<file path="src/rtl/riscv_configs.sv">
// Shared encodings for the RV32I pipeline control blocks: forwarding selects,
// hazard FSM states and the hardwired-zero register index.
package riscv_configs;

  localparam logic [1:0] FWD_RF = 2'b00;
  localparam logic [1:0] FWD_W  = 2'b01;
  localparam logic [1:0] FWD_M  = 2'b10;

  localparam int unsigned X0_IDX = 0;

  typedef enum logic [1:0] {
    ST_RUN   = 2'd0,
    ST_LUSE  = 2'd1,
    ST_MWAIT = 2'd2
  } hazState_e;

endpackage

</file>
<file path="src/rtl/pipe_fwd_sel.sv">
// Priority comparator picking the E-stage operand source: M result beats W
// result, and x0 is never forwarded.
module pipe_fwd_sel
  import riscv_configs::*;
#(
  parameter int REG_AW = 5
) (
  input  logic [REG_AW-1:0] i_src,
  input  logic [REG_AW-1:0] i_rd_m,
  input  logic              i_regwrite_m,
  input  logic [REG_AW-1:0] i_rd_w,
  input  logic              i_regwrite_w,
  output logic [1:0]        o_sel
);

  logic srcLive;

  assign srcLive = (i_src != REG_AW'(X0_IDX));

  always_comb begin
    o_sel = FWD_RF;
    if (srcLive && i_regwrite_m && (i_rd_m == i_src)) begin
      o_sel = FWD_M;
    end else if (srcLive && i_regwrite_w && (i_rd_w == i_src)) begin
      o_sel = FWD_W;
    end
  end

endmodule

</file>
<file path="src/rtl/pipe_hazard_ctrl.sv">
// Hazard/forwarding controller for the 5-stage RV32I pipeline: load-use
// bubbles, dmem-wait freeze with sticky watchdog, branch flush.
// Optional performance counters are enabled with `define PIPE_HAZARD_PERF_EN.
module pipe_hazard_ctrl
  import riscv_configs::*;
#(
  parameter int REG_AW       = 5,
  parameter int LOAD_BUBBLES = 1,
  parameter int MEM_TIMEOUT  = 255,
  parameter int CNT_W        = 32
) (
  input  logic              i_clk,
  input  logic              i_rst,
  input  logic [REG_AW-1:0] i_rs1_d,
  input  logic [REG_AW-1:0] i_rs2_d,
  input  logic [REG_AW-1:0] i_rs1_e,
  input  logic [REG_AW-1:0] i_rs2_e,
  input  logic [REG_AW-1:0] i_rd_e,
  input  logic              i_regwrite_e,
  input  logic              i_load_e,
  input  logic              i_pcsrc_e,
  input  logic [REG_AW-1:0] i_rd_m,
  input  logic              i_regwrite_m,
  input  logic              i_memreq_m,
  input  logic              i_dmem_ready,
  input  logic [REG_AW-1:0] i_rd_w,
  input  logic              i_regwrite_w,
  output logic              o_stall_f,
  output logic              o_stall_d,
  output logic              o_stall_e,
  output logic              o_stall_m,
  output logic              o_flush_d,
  output logic              o_flush_e,
  output logic              o_flush_w,
  output logic [1:0]        o_fwd_a_e,
  output logic [1:0]        o_fwd_b_e,
  output logic              o_mem_timeout,
  output logic              o_busy
`ifdef PIPE_HAZARD_PERF_EN
  ,
  output logic [CNT_W-1:0]  o_cnt_luse,
  output logic [CNT_W-1:0]  o_cnt_flush,
  output logic [CNT_W-1:0]  o_cnt_mwait
`endif
);

  localparam logic [1:0]  BUBBLE_RELOAD = 2'(LOAD_BUBBLES - 1);
  localparam logic [15:0] TIMEOUT_LIM   = 16'(MEM_TIMEOUT);

  hazState_e   state_q, state_d;
  logic [1:0]  bubbleCnt_q, bubbleCnt_d;
  logic [15:0] waitCnt_q, waitCnt_d;
  logic        timeout_q, timeout_d;

  logic luse;
  logic memWaitReq;
  logic freeze;
  logic luseBubble;
  logic ctrlFlush;

  pipe_fwd_sel #(.REG_AW(REG_AW)) u_fwd_a (
    .i_src        (i_rs1_e),
    .i_rd_m       (i_rd_m),
    .i_regwrite_m (i_regwrite_m),
    .i_rd_w       (i_rd_w),
    .i_regwrite_w (i_regwrite_w),
    .o_sel        (o_fwd_a_e)
  );

  pipe_fwd_sel #(.REG_AW(REG_AW)) u_fwd_b (
    .i_src        (i_rs2_e),
    .i_rd_m       (i_rd_m),
    .i_regwrite_m (i_regwrite_m),
    .i_rd_w       (i_rd_w),
    .i_regwrite_w (i_regwrite_w),
    .o_sel        (o_fwd_b_e)
  );

  assign luse = i_load_e && i_regwrite_e && (i_rd_e != REG_AW'(X0_IDX)) &&
                ((i_rd_e == i_rs1_d) || (i_rd_e == i_rs2_d));
  assign memWaitReq = i_memreq_m && !i_dmem_ready;

  // Controls are decided from the current state and inputs in the same cycle;
  // a pending bubble count survives a memory wait and is resumed afterwards.
  always_comb begin
    state_d     = state_q;
    bubbleCnt_d = bubbleCnt_q;
    waitCnt_d   = waitCnt_q;
    timeout_d   = timeout_q;
    freeze      = 1'b0;
    luseBubble  = 1'b0;
    ctrlFlush   = 1'b0;
    case (state_q)
      ST_RUN: begin
        if (memWaitReq) begin
          freeze    = 1'b1;
          state_d   = ST_MWAIT;
          waitCnt_d = 16'd1;
        end else if (i_pcsrc_e) begin
          ctrlFlush = 1'b1;
        end else if (luse) begin
          luseBubble = 1'b1;
          if (LOAD_BUBBLES > 1) begin
            state_d     = ST_LUSE;
            bubbleCnt_d = BUBBLE_RELOAD;
          end
        end
      end
      ST_LUSE: begin
        if (memWaitReq) begin
          freeze    = 1'b1;
          state_d   = ST_MWAIT;
          waitCnt_d = 16'd1;
        end else begin
          luseBubble  = 1'b1;
          bubbleCnt_d = bubbleCnt_q - 2'd1;
          if (bubbleCnt_q == 2'd1) begin
            state_d = ST_RUN;
          end
        end
      end
      ST_MWAIT: begin
        if (!i_dmem_ready) begin
          freeze = 1'b1;
          if (waitCnt_q < TIMEOUT_LIM) begin
            waitCnt_d = waitCnt_q + 16'd1;
          end
        end else begin
          waitCnt_d = 16'd0;
          state_d   = (bubbleCnt_q != 2'd0) ? ST_LUSE : ST_RUN;
        end
      end
      default: begin
        state_d = ST_RUN;
      end
    endcase
    if (waitCnt_d >= TIMEOUT_LIM) begin
      timeout_d = 1'b1;
    end
  end

  always_ff @(posedge i_clk) begin
    if (i_rst) begin
      state_q     <= ST_RUN;
      bubbleCnt_q <= 2'd0;
      waitCnt_q   <= 16'd0;
      timeout_q   <= 1'b0;
    end else begin
      state_q     <= state_d;
      bubbleCnt_q <= bubbleCnt_d;
      waitCnt_q   <= waitCnt_d;
      timeout_q   <= timeout_d;
    end
  end

  assign o_stall_f     = freeze | luseBubble;
  assign o_stall_d     = freeze | luseBubble;
  assign o_stall_e     = freeze;
  assign o_stall_m     = freeze;
  assign o_flush_d     = ctrlFlush;
  assign o_flush_e     = ctrlFlush | luseBubble;
  assign o_flush_w     = freeze;
  assign o_mem_timeout = timeout_q;
  assign o_busy        = (state_q != ST_RUN);

`ifdef PIPE_HAZARD_PERF_EN
  logic [CNT_W-1:0] cntLuse_q, cntFlush_q, cntMwait_q;

  // Event counters stick at all-ones rather than wrapping.
  always_ff @(posedge i_clk) begin
    if (i_rst) begin
      cntLuse_q  <= '0;
      cntFlush_q <= '0;
      cntMwait_q <= '0;
    end else begin
      if (luseBubble && (cntLuse_q != {CNT_W{1'b1}})) cntLuse_q <= cntLuse_q + CNT_W'(1);
      if (ctrlFlush && (cntFlush_q != {CNT_W{1'b1}})) cntFlush_q <= cntFlush_q + CNT_W'(1);
      if (freeze && (cntMwait_q != {CNT_W{1'b1}})) cntMwait_q <= cntMwait_q + CNT_W'(1);
    end
  end

  assign o_cnt_luse  = cntLuse_q;
  assign o_cnt_flush = cntFlush_q;
  assign o_cnt_mwait = cntMwait_q;
`else
  // Without the counters the event strobes only drive the stage controls.
`endif

endmodule
</file>
<file path="config.mk">
export PLATFORM = sky130hd
export DESIGN_NAME = pipe_hazard_ctrl
export DESIGN_NICKNAME = d
export VERILOG_FILES = /design/src/rtl/riscv_configs.sv /design/src/rtl/pipe_fwd_sel.sv /design/src/rtl/pipe_hazard_ctrl.sv
export SDC_FILE = /design/constraint.sdc
export NUM_CORES = 1
export LEC_CHECK = 0
export CORE_ASPECT_RATIO = 1.25
export CORE_MARGIN = 2
export CORE_UTILIZATION = 45
export DETAILED_ROUTE_END_ITERATION = 7
export PLACE_DENSITY = 0.86
export SLEW_MARGIN = 10
export SYNTH_ARGS = -nofsm -noshare
export SYNTH_HDL_FRONTEND = slang
export SYNTH_SLANG_ARGS = --single-unit
</file>
<file path="constraint.sdc">
create_clock -name i_clk -period 5.9 [get_ports i_clk]
set_input_delay 0.59 -clock i_clk [delete_from_list [all_inputs] [get_ports i_clk]]
set_output_delay 0.59 -clock i_clk [all_outputs]
set_load 0.02 [all_outputs]
</file>
==> run metrics <==
CTS H-tree lvls=1; gr usage total=0.197; Power Dens Cells=156 nW/µm²; Slew @ Worst Pin=0.574 ns; full die area=3880 µm²; DRT Wirelength=3620 µm; Inserted Clock Buffers=3; share of post-route cells with drive strength above 1=0.0513; fin crit share=0.579; Ys Warns=0; CP Class=input port to primary output; TritonCTS clock tree=done; Clk network pwr share=0.287; Worst Hold Class=flop to flop; R2R Setup Slk=3.70 ns; Tmin final=3.42 ns; internal power=243 µW; worst reg2reg path depth=4; #FFs+latches synth=21; initial antenna violation count=0; skew final=0.00560 ns; Final GP Congestion=0.895; Setup TNS=0 ns; Post-Synth Simple-Gate Area=0.326; slew margin rel.=0.613; Slew Limit Fails=0; Psw=87.3 µW; Max Buffers Root-to-Sink=2; first-pass GRT wire length=6240 µm; Reg clk slew, reported paths=0.08 ns; Fin. Hold Viols=0; post_cts resized=0; worst vdd ir=0.000134 V; Routed Antenna Nets=0; core box area=3220 µm²; CP Data Arrival Time=2.83 ns; IO Port Bufs=56; Antenna diodes=0; compound-cell area share of the yosys netlist=0.143; vias per cell=5.53; synth unique cells=45; clock sinks=21; grt total ovfl=0; most common cell after layout, fill and taps aside=clkdlybuf4s50_1; switching share of power=0.264; Adder-Cell Fraction of Synth Area=0.0246; largest family of logic cells by synthesized area=simple AND/OR/NAND/NOR gates; r2r endpoint=o_mem_timeout$_SDFFE_PP0P_; DR WL/cell=13.4 µm; Syn Inst Count=183; Critical path destination=o_fwd_a_e[0]; most frequent cells in the layout=56 x clkdlybuf4s50_1, 21 x xnor2_1, 21 x dfxtp_1; CP endpoint kind=primary output; syn avg cell area=8.35 µm²; Vias=1498; register area share after synthesis=0.275; 1st-iter DRT viols=64; fin util=0.659; Clock Latency Late Sink=0.27 ns; CTS root buffer=clkbuf_8; DP HPWL=2970 µm; die span in x=56.1 µm; synthesized area=1530 µm²; Pre-Repair DR Iteration Count=4; RR Startpoint=state_q[1]$_SDFFE_PP0P_; status=completed; fmax=0.293 GHz; crit path max fanout=3; io pins=57; pre-CTS WS=2.48 ns; WP data required=5.31 ns; drc violations=0; Post-CTS Hold Fix Bufs=0; die height=69.1 µm; Post-Synth XOR/XNOR Area=0.178; Startpoint Class=input port; vias in the first global route=1535; largest net degree at the start of global routing=16; syn_nets=230; Total Nets Final=282; # setup viols final=0; Flop pwr share=0.439; Initial Utilization=0.474; Leak=0.000749 µW; post-synthesis mux area share=0.00737; Area Growth Syn to Fin=39.0%; Post-CTS Setup Bufs=0; launch point of the worst path=i_rs1_e[0]; part of the power in combinational logic=0.274; PnR worst setup slack=2.48 ns; max_cap viols=0; RSZ-0062 raised after global routing=false; Rows=23
## worst max-delay path, cell delays in order
cell             delay [ns]
clkdlybuf4s50_1        0.47
or4_1                  0.55
nor2_1                 0.14
nor4_1                 0.09
nor4_1                 0.33
clkdlybuf4s50_1        0.67
## cell usage after synthesis
cell / count / area (µm²)
dfxtp_1: 21 / 420
xnor2_1: 21 / 184
nor2_1: 19 / 71.3
xor2_1: 10 / 87.6
and2_1: 9 / 56.3
nand2_1: 9 / 33.8
a21oi_1: 7 / 35.0
nor2b_1: 7 / 43.8
nor4_1: 6 / 37.5
nand3_1: 5 / 25.0
nand4_1: 5 / 31.3
inv_1: 4 / 15.0
nand2b_1: 4 / 25.0
nor3_1: 4 / 20.0
o21ai_0: 4 / 20.0
buf_4: 3 / 22.5
ha_1: 3 / 37.5
o31ai_1: 3 / 22.5
or2_2: 3 / 18.8
or4_1: 3 / 22.5
a311oi_1: 2 / 17.5
a31oi_1: 2 / 12.5
and3b_1: 2 / 17.5
buf_2: 2 / 10.0
clkbuf_1: 2 / 7.51
nor4_4: 2 / 42.5
o21a_1: 2 / 15.0
o311ai_0: 2 / 17.5
a2111oi_0: 1 / 8.76
a31o_1: 1 / 8.76
a31o_2: 1 / 8.76
a41o_1: 1 / 10.0
buf_6: 1 / 11.3
clkbuf_2: 1 / 5.00
mux2_2: 1 / 11.3
nor3b_1: 1 / 7.51
nor4b_1: 1 / 8.76
nor4b_2: 1 / 15.0
o211ai_1: 1 / 7.51
o211ai_2: 1 / 12.5
o32a_1: 1 / 10.0
o41a_1: 1 / 11.3
or2_1: 1 / 6.26
or3_1: 1 / 6.26
or3b_1: 1 / 8.76
## cell type report
cell class                 count  area, µm²
clock buffer                   4       45.0
sequential                    21        420
fill                         291       1100
multi-input combinational    149       1040
inverter                       4       15.0
timing repair buffer          56        561
tap                           37       46.3
## registers in the layout, indices dropped and copies added (netlist names)
signal and cells:
o_mem_timeout 1, state_q 2, bubbleCnt_q 2, waitCnt_q 16
## how the worst min path moves through the flow
stage / start / end / slack, ns / cells past startpoint
after global routing: waitCnt_q[8]$_SDFF_PP0_ / waitCnt_q[8]$_SDFF_PP0_ / 0.53 / 1
after floorplan: bubbleCnt_q[1]$_SDFFE_PP0P_ / bubbleCnt_q[1]$_SDFFE_PP0P_ / 0.45 / 2
final: bubbleCnt_q[1]$_SDFFE_PP0P_ / bubbleCnt_q[1]$_SDFFE_PP0P_ / 0.51 / 2
after detailed placement: bubbleCnt_q[1]$_SDFFE_PP0P_ / bubbleCnt_q[1]$_SDFFE_PP0P_ / 0.50 / 2
after global placement: bubbleCnt_q[1]$_SDFFE_PP0P_ / bubbleCnt_q[1]$_SDFFE_PP0P_ / 0.47 / 2
after CTS: waitCnt_q[9]$_SDFF_PP0_ / waitCnt_q[9]$_SDFF_PP0_ / 0.51 / 1
## per-layer routing
| layer | vias to the layer above | GRT usage | part of all wire |
|---|---|---|---|
| li1 | 750 | - | - |
| met1 | 666 | 0.211 | 0.39 |
| met2 | 69 | 0.345 | 0.49 |
| met3 | 13 | 0.0394 | 0.082 |
| met4 | 0 | 0.124 | 0.035 |
| met5 | - | 0 | 0 |
## metrics by stage
stage | std cells | total power (µW) | instance area, µm² | hold WS (ns)
finish | 271 | 331 | 2120 | 0.508
global route | 271 | 344 | 2120 | 0.527
floorplan | 183 | 191 | 1530 | 0.454
global placement | 267 | 238 | 2080 | 0.466
detailed placement | 267 | 239 | 2080 | 0.499
CTS | 271 | 332 | 2120 | 0.509
## logic make-up (layout without fill, tap and decap cells)
family	count (synthesis)	in the layout
AOI/OAI and AO/OA	30	30
and+or+nand+nor	84	84
DFF	21	21
muxes	1	1
adders and majority gates	3	3
buffers and inverters	13	64
xor gates and xnor gates	31	31
## power groups by stage
stage | registers (µW) | logic [µW] | clock network, µW
global placement | 148 | 89.3 | 0
detailed placement | 148 | 90.4 | 0
finish | 145 | 90.6 | 94.8
CTS | 145 | 90.8 | 96.5
global route | 145 | 98.2 | 101
floorplan | 147 | 43.5 | 0
No activity file was read; power rests on OpenSTA's default activity.
